### src/rtl/spi_pkg.sv
// Shared definitions for the SPI command front end: FSM states and the
// two-bit command codes carried in the top bits of every frame.
package spi_pkg;

  typedef enum logic [2:0] {
    IDLE,
    CHK_CMD,
    WRITE,
    READ_ADD,
    READ_DATA
  } state_e;

  localparam logic [1:0] CMD_WR_ADDR = 2'b00;
  localparam logic [1:0] CMD_WR_DATA = 2'b01;
  localparam logic [1:0] CMD_RD_ADDR = 2'b10;
  localparam logic [1:0] CMD_RD_DATA = 2'b11;

  function automatic logic cmd_is_read(input logic [1:0] cmd);
    return (cmd == CMD_RD_ADDR) || (cmd == CMD_RD_DATA);
  endfunction

  function automatic logic cmd_is_write(input logic [1:0] cmd);
    return (cmd == CMD_WR_ADDR) || (cmd == CMD_WR_DATA);
  endfunction

  // Only the command MSB is known when routing; the read-address flag picks
  // between the two read states.
  function automatic state_e route_cmd(input logic cmd_msb, input logic rd_addr_received);
    if (!cmd_is_read({cmd_msb, 1'b0}))
      return WRITE;
    else if (rd_addr_received)
      return READ_DATA;
    else
      return READ_ADD;
  endfunction

endpackage

### src/rtl/spi_slave.sv
// SPI slave: deserialises (ADDR_SIZE+2)-bit MOSI frames into rx_data/rx_valid
// and, after a read-data frame, serialises the RAM's response MSB-first on MISO.
module spi_slave
  import spi_pkg::*;
#(
  parameter int ADDR_SIZE = 8
) (
  input  logic                 clk,
  input  logic                 rst_n,
  input  logic                 SS_n,
  input  logic                 MOSI,
  output logic                 MISO,
  output logic [ADDR_SIZE+1:0] rx_data,
  output logic                 rx_valid,
  input  logic [ADDR_SIZE-1:0] tx_data,
  input  logic                 tx_valid
);

  localparam int FRAME_W  = ADDR_SIZE + 2;
  localparam int CNT_W    = $clog2(FRAME_W + 1);
  localparam int TX_CNT_W = (ADDR_SIZE > 1) ? $clog2(ADDR_SIZE) : 1;

  state_e                state_reg, state_next;
  logic [CNT_W-1:0]      bit_cnt_reg;
  logic [FRAME_W-2:0]    shift_reg;
  logic [FRAME_W-1:0]    rx_data_reg;
  logic                  rx_valid_reg;
  logic                  rd_addr_received_reg;
  logic                  tx_armed_reg;
  logic                  tx_busy_reg;
  logic [ADDR_SIZE-1:0]  tx_shift_reg;
  logic [TX_CNT_W-1:0]   tx_cnt_reg;
  logic                  miso_reg;

  logic                  frame_active;
  logic                  frame_done;
  logic                  tx_load;

  assign frame_active = (state_reg == WRITE) || (state_reg == READ_ADD) ||
                        (state_reg == READ_DATA);

  always_ff @(posedge clk or negedge rst_n) begin
    if (!rst_n)
      state_reg <= IDLE;
    else
      state_reg <= state_next;
  end

  always_comb begin
    state_next = state_reg;
    frame_done = 1'b0;
    tx_load    = 1'b0;

    case (state_reg)
      IDLE:    if (!SS_n) state_next = CHK_CMD;
      CHK_CMD: state_next = route_cmd(MOSI, rd_addr_received_reg);
      default: state_next = state_reg;
    endcase

    // A frame whose last bit is sampled together with SS_n rising still completes.
    frame_done = frame_active && (bit_cnt_reg == CNT_W'(FRAME_W - 1));

    // tx_armed_reg is set one edge after the rx_valid edge, so a sticky
    // tx_valid left over from an earlier read cannot be captured.
    tx_load = (state_reg == READ_DATA) && tx_armed_reg && tx_valid && !SS_n;

    if (SS_n)
      state_next = IDLE;
  end

  // Receive path: bit counter, shift register and the completed frame.
  always_ff @(posedge clk or negedge rst_n) begin
    if (!rst_n) begin
      bit_cnt_reg  <= '0;
      shift_reg    <= '0;
      rx_data_reg  <= '0;
      rx_valid_reg <= 1'b0;
    end else begin
      rx_valid_reg <= frame_done;
      if (frame_done)
        rx_data_reg <= {shift_reg, MOSI};

      if (SS_n) begin
        bit_cnt_reg <= '0;
      end else if (state_reg == CHK_CMD) begin
        bit_cnt_reg <= CNT_W'(1);
        shift_reg   <= {shift_reg[FRAME_W-3:0], MOSI};
      end else if (frame_active && (bit_cnt_reg < CNT_W'(FRAME_W))) begin
        bit_cnt_reg <= bit_cnt_reg + 1'b1;
        shift_reg   <= {shift_reg[FRAME_W-3:0], MOSI};
      end
    end
  end

  // Transmit path and the read-address flag.
  always_ff @(posedge clk or negedge rst_n) begin
    if (!rst_n) begin
      rd_addr_received_reg <= 1'b0;
      tx_armed_reg         <= 1'b0;
      tx_busy_reg          <= 1'b0;
      tx_shift_reg         <= '0;
      tx_cnt_reg           <= '0;
      miso_reg             <= 1'b0;
    end else begin
      if (frame_done && (state_reg == READ_ADD))
        rd_addr_received_reg <= 1'b1;
      else if (tx_busy_reg && (tx_cnt_reg == '0) && !SS_n)
        rd_addr_received_reg <= 1'b0;

      if (SS_n) begin
        tx_armed_reg <= 1'b0;
        tx_busy_reg  <= 1'b0;
        miso_reg     <= 1'b0;
      end else if (tx_load) begin
        tx_armed_reg <= 1'b0;
        tx_busy_reg  <= 1'b1;
        miso_reg     <= tx_data[ADDR_SIZE-1];
        tx_shift_reg <= {tx_data[ADDR_SIZE-2:0], 1'b0};
        tx_cnt_reg   <= TX_CNT_W'(ADDR_SIZE - 1);
      end else if (tx_busy_reg) begin
        if (tx_cnt_reg == '0) begin
          tx_busy_reg <= 1'b0;
          miso_reg    <= 1'b0;
        end else begin
          miso_reg     <= tx_shift_reg[ADDR_SIZE-1];
          tx_shift_reg <= {tx_shift_reg[ADDR_SIZE-2:0], 1'b0};
          tx_cnt_reg   <= tx_cnt_reg - 1'b1;
        end
      end else if (rx_valid_reg && (state_reg == READ_DATA)) begin
        tx_armed_reg <= 1'b1;
      end
    end
  end

  assign MISO     = miso_reg;
  assign rx_data  = rx_data_reg;
  assign rx_valid = rx_valid_reg;

endmodule

### config.mk
export PLATFORM = sky130hd
export DESIGN_NAME = spi_slave
export DESIGN_NICKNAME = d
export VERILOG_FILES = /design/src/rtl/spi_pkg.sv /design/src/rtl/spi_slave.sv
export SDC_FILE = /design/constraint.sdc
export NUM_CORES = 1
export LEC_CHECK = 0
export BUFFER_PORTS_ARGS = -buffer_cell sky130_fd_sc_hd__clkbuf_2
export CAP_MARGIN = 20
export CORE_MARGIN = 3
export CORE_UTILIZATION = 55
export DETAILED_ROUTE_END_ITERATION = 8
export MAX_ROUTING_LAYER = met4
export PLACE_DENSITY = 0.76
export SYNTH_ARGS = -nofsm -noshare
export SYNTH_HDL_FRONTEND = slang
export SYNTH_SLANG_ARGS = --single-unit
export TNS_END_PERCENT = 30
### constraint.sdc
create_clock -name clk -period 2.4 [get_ports clk]
set_clock_uncertainty 0.2 [all_clocks]
set_input_delay 0.36 -clock clk [delete_from_list [all_inputs] [get_ports clk]]
set_output_delay 0.36 -clock clk [all_outputs]
set_load 0.01 [all_outputs]
Word-level counts from Yosys, hierarchy flattened
Cells that the tools add are included.

storage, ports and cells
  register bits = 42
  bits of input ports = 13
  output and inout port bits = 12
  word-level logic and storage cells = 75

cells by class
  add/subtract/negate cells = 2
  $lt $le $gt $ge = 1
  equal/unequal tests = 7
  mux-type cells = 29
  bitwise gates (word level) = 1
  reduce and logical (&&, ||, !) cells = 24

operators by type and width
  operator               number
  $mux W8                3
  $mux W3                6
  $mux W9                2
  $mux W1                14
  $mux W4                3
  $reduce_bool A3 Y1     4
  $logic_and A1 B1 Y1    9
  $eq A3 B2 Y1 const B   2
  $logic_not A3 Y1       2
  $pmux W3 S2            1
  $reduce_bool A2 Y1     3
  $add A4 B1 Y4 const B  1
  $eq A4 B4 Y1 const B   1
  $lt A4 B4 Y1 const B   1
  $reduce_and A2 Y1      2
  $eq A3 B1 Y1 const B   1
  $eq A3 B3 Y1 const B   1
  $ne A3 B2 Y1 const B   1
  $reduce_and A3 Y1      1
  $sub A3 B1 Y3 const B  1
  $logic_or A1 B1 Y1     2
  $ne A2 B2 Y1 const B   1
  $logic_not A1 Y1       1
  $not A1 Y1             1

Logic depth before layout (Yosys ltp)
  depth in word-level cells = 7
  mapped depth = 6
  depth with buffers taken out = 5

Worst setup path after synthesis
Ideal clock, no wire load.

  path kind = register to register
  start point = register state_reg[0]
  end point = register rx_data_reg[0], in the netlist rx_data[0]
  setup time = 125 ps
  arrival time = 1459 ps
  required time = 2075 ps
  slack = 616 ps
  cell stages (with the launch flop) = 6
  path buffers = 2
  period minus slack after synthesis = 1784 ps
  cells stage by stage = dfrtp_1 -> buf_6 -> o21a_4 -> nor4_4 -> buf_6 -> mux2_4

between the ends
  word-level cells in the longest chain between the ends = 4
  elaborated cells between the ends (all ways) = 6
  classes of those cells = eq/ne (3); reduce/logical (3)

ends and longest elaborated chain
  element                   line             RTL
  start: declaration        spi_slave.sv:23  state_e state_reg, state_next;
  start signal: assignment  spi_slave.sv:46  state_reg <= state_next;
  $eq A3 B2 Y1              spi_slave.sv:39  assign frame_active = (state_reg == WRITE) || (state_reg == READ_ADD) ||
  $logic_or A1 B1 Y1        spi_slave.sv:39
  $logic_or A1 B1 Y1 (*)    spi_slave.sv:39
  $logic_and A1 B1 Y1 (*)   spi_slave.sv:61  frame_done = frame_active && (bit_cnt_reg == CNT_W'(FRAME_W - 1));
  via frame_done            spi_slave.sv:36  logic frame_done;
  end signal: assignment    spi_slave.sv:81  rx_data_reg <= {shift_reg, MOSI};
  end: declaration          spi_slave.sv:26  logic [FRAME_W-1:0] rx_data_reg;

The timed path passes the listed nets; every way through them passes the cells marked *.
A chain may end at the register's enable or synchronous reset.

Worst setup path after layout
  start point = register state_reg[1]
  end point = register rx_data_reg[5], in the netlist rx_data[5]

between the ends
  word-level cells in the longest chain between the ends = 4
  elaborated cells between the ends (all ways) = 6
  classes of those cells = eq/ne (3); reduce/logical (3)

ends and longest elaborated chain
  element                  line
  $eq A3 B2 Y1             spi_slave.sv:39
  $logic_or A1 B1 Y1       spi_slave.sv:39
  $logic_or A1 B1 Y1 (*)   spi_slave.sv:39
  $logic_and A1 B1 Y1 (*)  spi_slave.sv:61

Every way passes the cells marked *; elsewhere a longest branch is shown, timed or not.

==> flow_metrics.tcl <==
set metrics [dict create \
    r2r-end "rx_data[5]$_DFFE_PN0P_" \
    die_y_um 67.38 \
    crit_arrival_ns 1.97 \
    grt_first_pass_wirelength_um 7514 \
    grt_pass1_vias 1527 \
    worstPathMaxFanout 12 \
    yosysWarningCount 0 \
    clock_latency_ns 0.29 \
    fin_tns_setup_ns 0 \
    netlist.area_leader.share_pct 49.52 \
    slew_headroom_pct 62.62 \
    ys_seq_area_share_pct 49.52 \
    r2r_cells 4 \
    cts.sinks 41 \
    hold_viol_final 0 \
    synth_top_area_cell "dfrtp_1" \
    rows 21 \
    syn_inst 192 \
    post_dp_cell_area_sq_mm 0.002205 \
    cts_resized 0 \
    crit_chain "o21a_4, nor4_4, buf_4, mux2_2" \
    drt_first_pass_iters 4 \
    power_density_mw_per_mm2 670.4 \
    critPathKind "flop to flop" \
    drv_cap 0 \
    max_freq_mhz 503.1 \
    grt.total_usage_pct 23.43 \
    final_nets 232 \
    ys_ff_latch 41 \
    antennaDiodeCount 0 \
    worstMarginPinSlew_ns 0.5596 \
    ant_nets 0 \
    clk_path_buf_depth 2 \
    worst_ir_drop_vdd_v 0.0005197 \
    synthToLayoutAreaGrowth_pct 10.87 \
    final_cells 262 \
    synth_nets 209 \
    path_clk_slew_ns 0.08 \
    crit_required_ns 2.38 \
    antenna_found_initial 0 \
    slew_violations 0 \
    power.leakage_nw 1.046 \
    io_buffers 24 \
    yosys-top-cells-area "dfrtp_1 (50%), mux2_4 (6.5%), o32ai_1 (3.8%), nor3_1 (3.1%), inv_1 (2.9%)" \
    yosysMostFrequentCell "dfrtp_1" \
    io_pins 25 \
    grt_start_max_net_pins 20 \
    holdCritPathClass "input port to flop" \
    finalCritPeriodShare_pct 82.82 \
    routedWlPerCell_um 17.14 \
    place_ws_ns 0.4219 \
    synthTopCellsByCount "dfrtp_1 (41), inv_1 (16), nor3_1 (13), o21ai_0 (11)" \
    dieArea_sq_mm 0.004539 \
    synth-edff-count 0 \
    hold_ws_ns 0.1412 \
    dp_hpwl_um 3218 \
    core-area_sq_mm 0.003468 \
    ff2ff_setup_slack_ns 0.41 \
    grt_overflow_total 0 \
    cts_max_level 2 \
    post-route-util_pct 66.23 \
    dr_total_vias 1609 \
    cts_root_buf "clkbuf_8" \
    drive_gt1_share_pct 25.46 \
    drt-initial-drc-count 158 \
    slowest_delay_ns 0.50 \
    synthesis.area_sq_mm 0.002072 \
    setup_violations 0 \
    syn_avg_cell_area_sq_um 10.79 \
    cts_tree "done" \
    routed_wl_um 4491 \
    dp_cells 253 \
    crit_buf_inv 1 \
    die_x_um 67.38 \
    postCtsSetupBuffers 0 \
    async_flop_share_pct 100.0 \
    setup_ws_ns 0.4124 \
    min_period_ns 1.988 \
    power_mw 1.540 \
    gp_congestion 0.9416 \
    stdcell_area_sq_mm 0.002297 \
    drc 0 \
    critical_path.startpoint_type "flop" \
    largest_reg_flops 10 \
    hold_buffers 1 \
    ys_types 44 \
    hp-start "tx_data[4]" \
    via_per_inst 6.141 \
    end_kind "flop" \
    hold_end "tx_shift_reg[5]$_DFFE_PN0P_" \
    rsz0062_at_grt "no" \
    initial_utilization_pct 59.74 \
    cts-buffers-inserted 5 \
    rr_startpoint "state_reg[1]$_DFFE_PN0P_" \
    status "finished, final reports clean" \
    crit_family "flip-flops" \
    cpMaxStageDelayCell "dfrtp_1" \
    synth_top_flop_cell "dfrtp_1" \
    holdPathStages 3 \
]
worst max path at each step:
stage | from | endpoint | depth (start not counted)
6_report | state_reg[1]$_DFFE_PN0P_ | rx_data[5]$_DFFE_PN0P_ | 4
5_1_grt | state_reg[1]$_DFFE_PN0P_ | rx_data[5]$_DFFE_PN0P_ | 4
4_1_cts | state_reg[1]$_DFFE_PN0P_ | rx_data[5]$_DFFE_PN0P_ | 4
3_5_place_dp | state_reg[1]$_DFFE_PN0P_ | rx_data[5]$_DFFE_PN0P_ | 4
3_3_place_gp | state_reg[1]$_DFFE_PN0P_ | rx_data[5]$_DFFE_PN0P_ | 4
2_1_floorplan | state_reg[0]$_DFFE_PN0P_ | rx_data[0]$_DFFE_PN0P_ | 5
worst reg2reg max path, cell delays in order, from the launching register on:
cell and delay [ns]:
dfrtp_1 0.50, o21a_4 0.29, nor4_4 0.25, buf_4 0.28, mux2_2 0.37
final cells by class:
cell class / instances / area (sq um)
Clock inverter: 2 / 10.01
Timing Repair Buffer: 31 / 175.2
Inverter: 16 / 60.06
Multi-Input combinational cell: 120 / 895.9
Sequential cell: 41 / 1026
Clock buffer: 6 / 72.57
Fill cell: 284 / 1171
Tap cell: 46 / 57.56
placed cells by master (no fill, tap or decap), types with 2 or more instances in the layout:
| cell type | Yosys | final |
|---|---|---|
| a21oi_1 | 3 | 3 |
| a31oi_1 | 7 | 7 |
| buf_4 | 0 | 6 |
| clkbuf_2 | 0 | 24 |
| clkbuf_8 | 0 | 5 |
| clkinv_2 | 0 | 2 |
| dfrtp_1 | 41 | 41 |
| ha_1 | 4 | 4 |
| inv_1 | 16 | 16 |
| mux2_2 | 2 | 2 |
| mux2_4 | 9 | 9 |
| nand2_1 | 5 | 5 |
| nand2b_1 | 3 | 3 |
| nand3_1 | 9 | 9 |
| nor2_1 | 4 | 4 |
| nor2b_1 | 3 | 3 |
| nor3_1 | 13 | 13 |
| nor4b_1 | 2 | 2 |
| o211ai_1 | 2 | 2 |
| o21a_1 | 2 | 2 |
| o21ai_0 | 11 | 11 |
| o21ai_1 | 9 | 9 |
| o31ai_1 | 2 | 2 |
| o32ai_1 | 9 | 9 |
| or4_1 | 2 | 2 |
layer usage:
layer  routed length (um)  part of all wire [%]  vias up  global-route usage [%]
li1                     -                     -      746                       -
met1                 1883                    42      805                   30.12
met2                 2261                    50       49                   35.46
met3                  235                   5.2        9                   4.659
met4                  110                   2.4        0                   11.39
met5                    0                     0        -                       -
cells by family (layout without fill, tap and decap cells):
| family | after synthesis | count (layout) | synth area share (%) |
|---|---|---|---|
| compound gates | 53 | 53 | 17.81 |
| fa+ha+maj | 4 | 4 | 2.416 |
| buf+inv | 31 | 55 | 7.246 |
| flops | 41 | 41 | 49.52 |
| mux | 12 | 12 | 8.092 |
| simple gates | 51 | 51 | 14.92 |
power breakdown:
part,leakage [nW],switching (mW),internal (mW)
Clock,0.0450,0.233,0.202
Combinational,0.444,0.138,0.113
Sequential,0.557,0.0816,0.773
Total,1.05,0.452,1.09
Power figures use the tool's default switching activity.
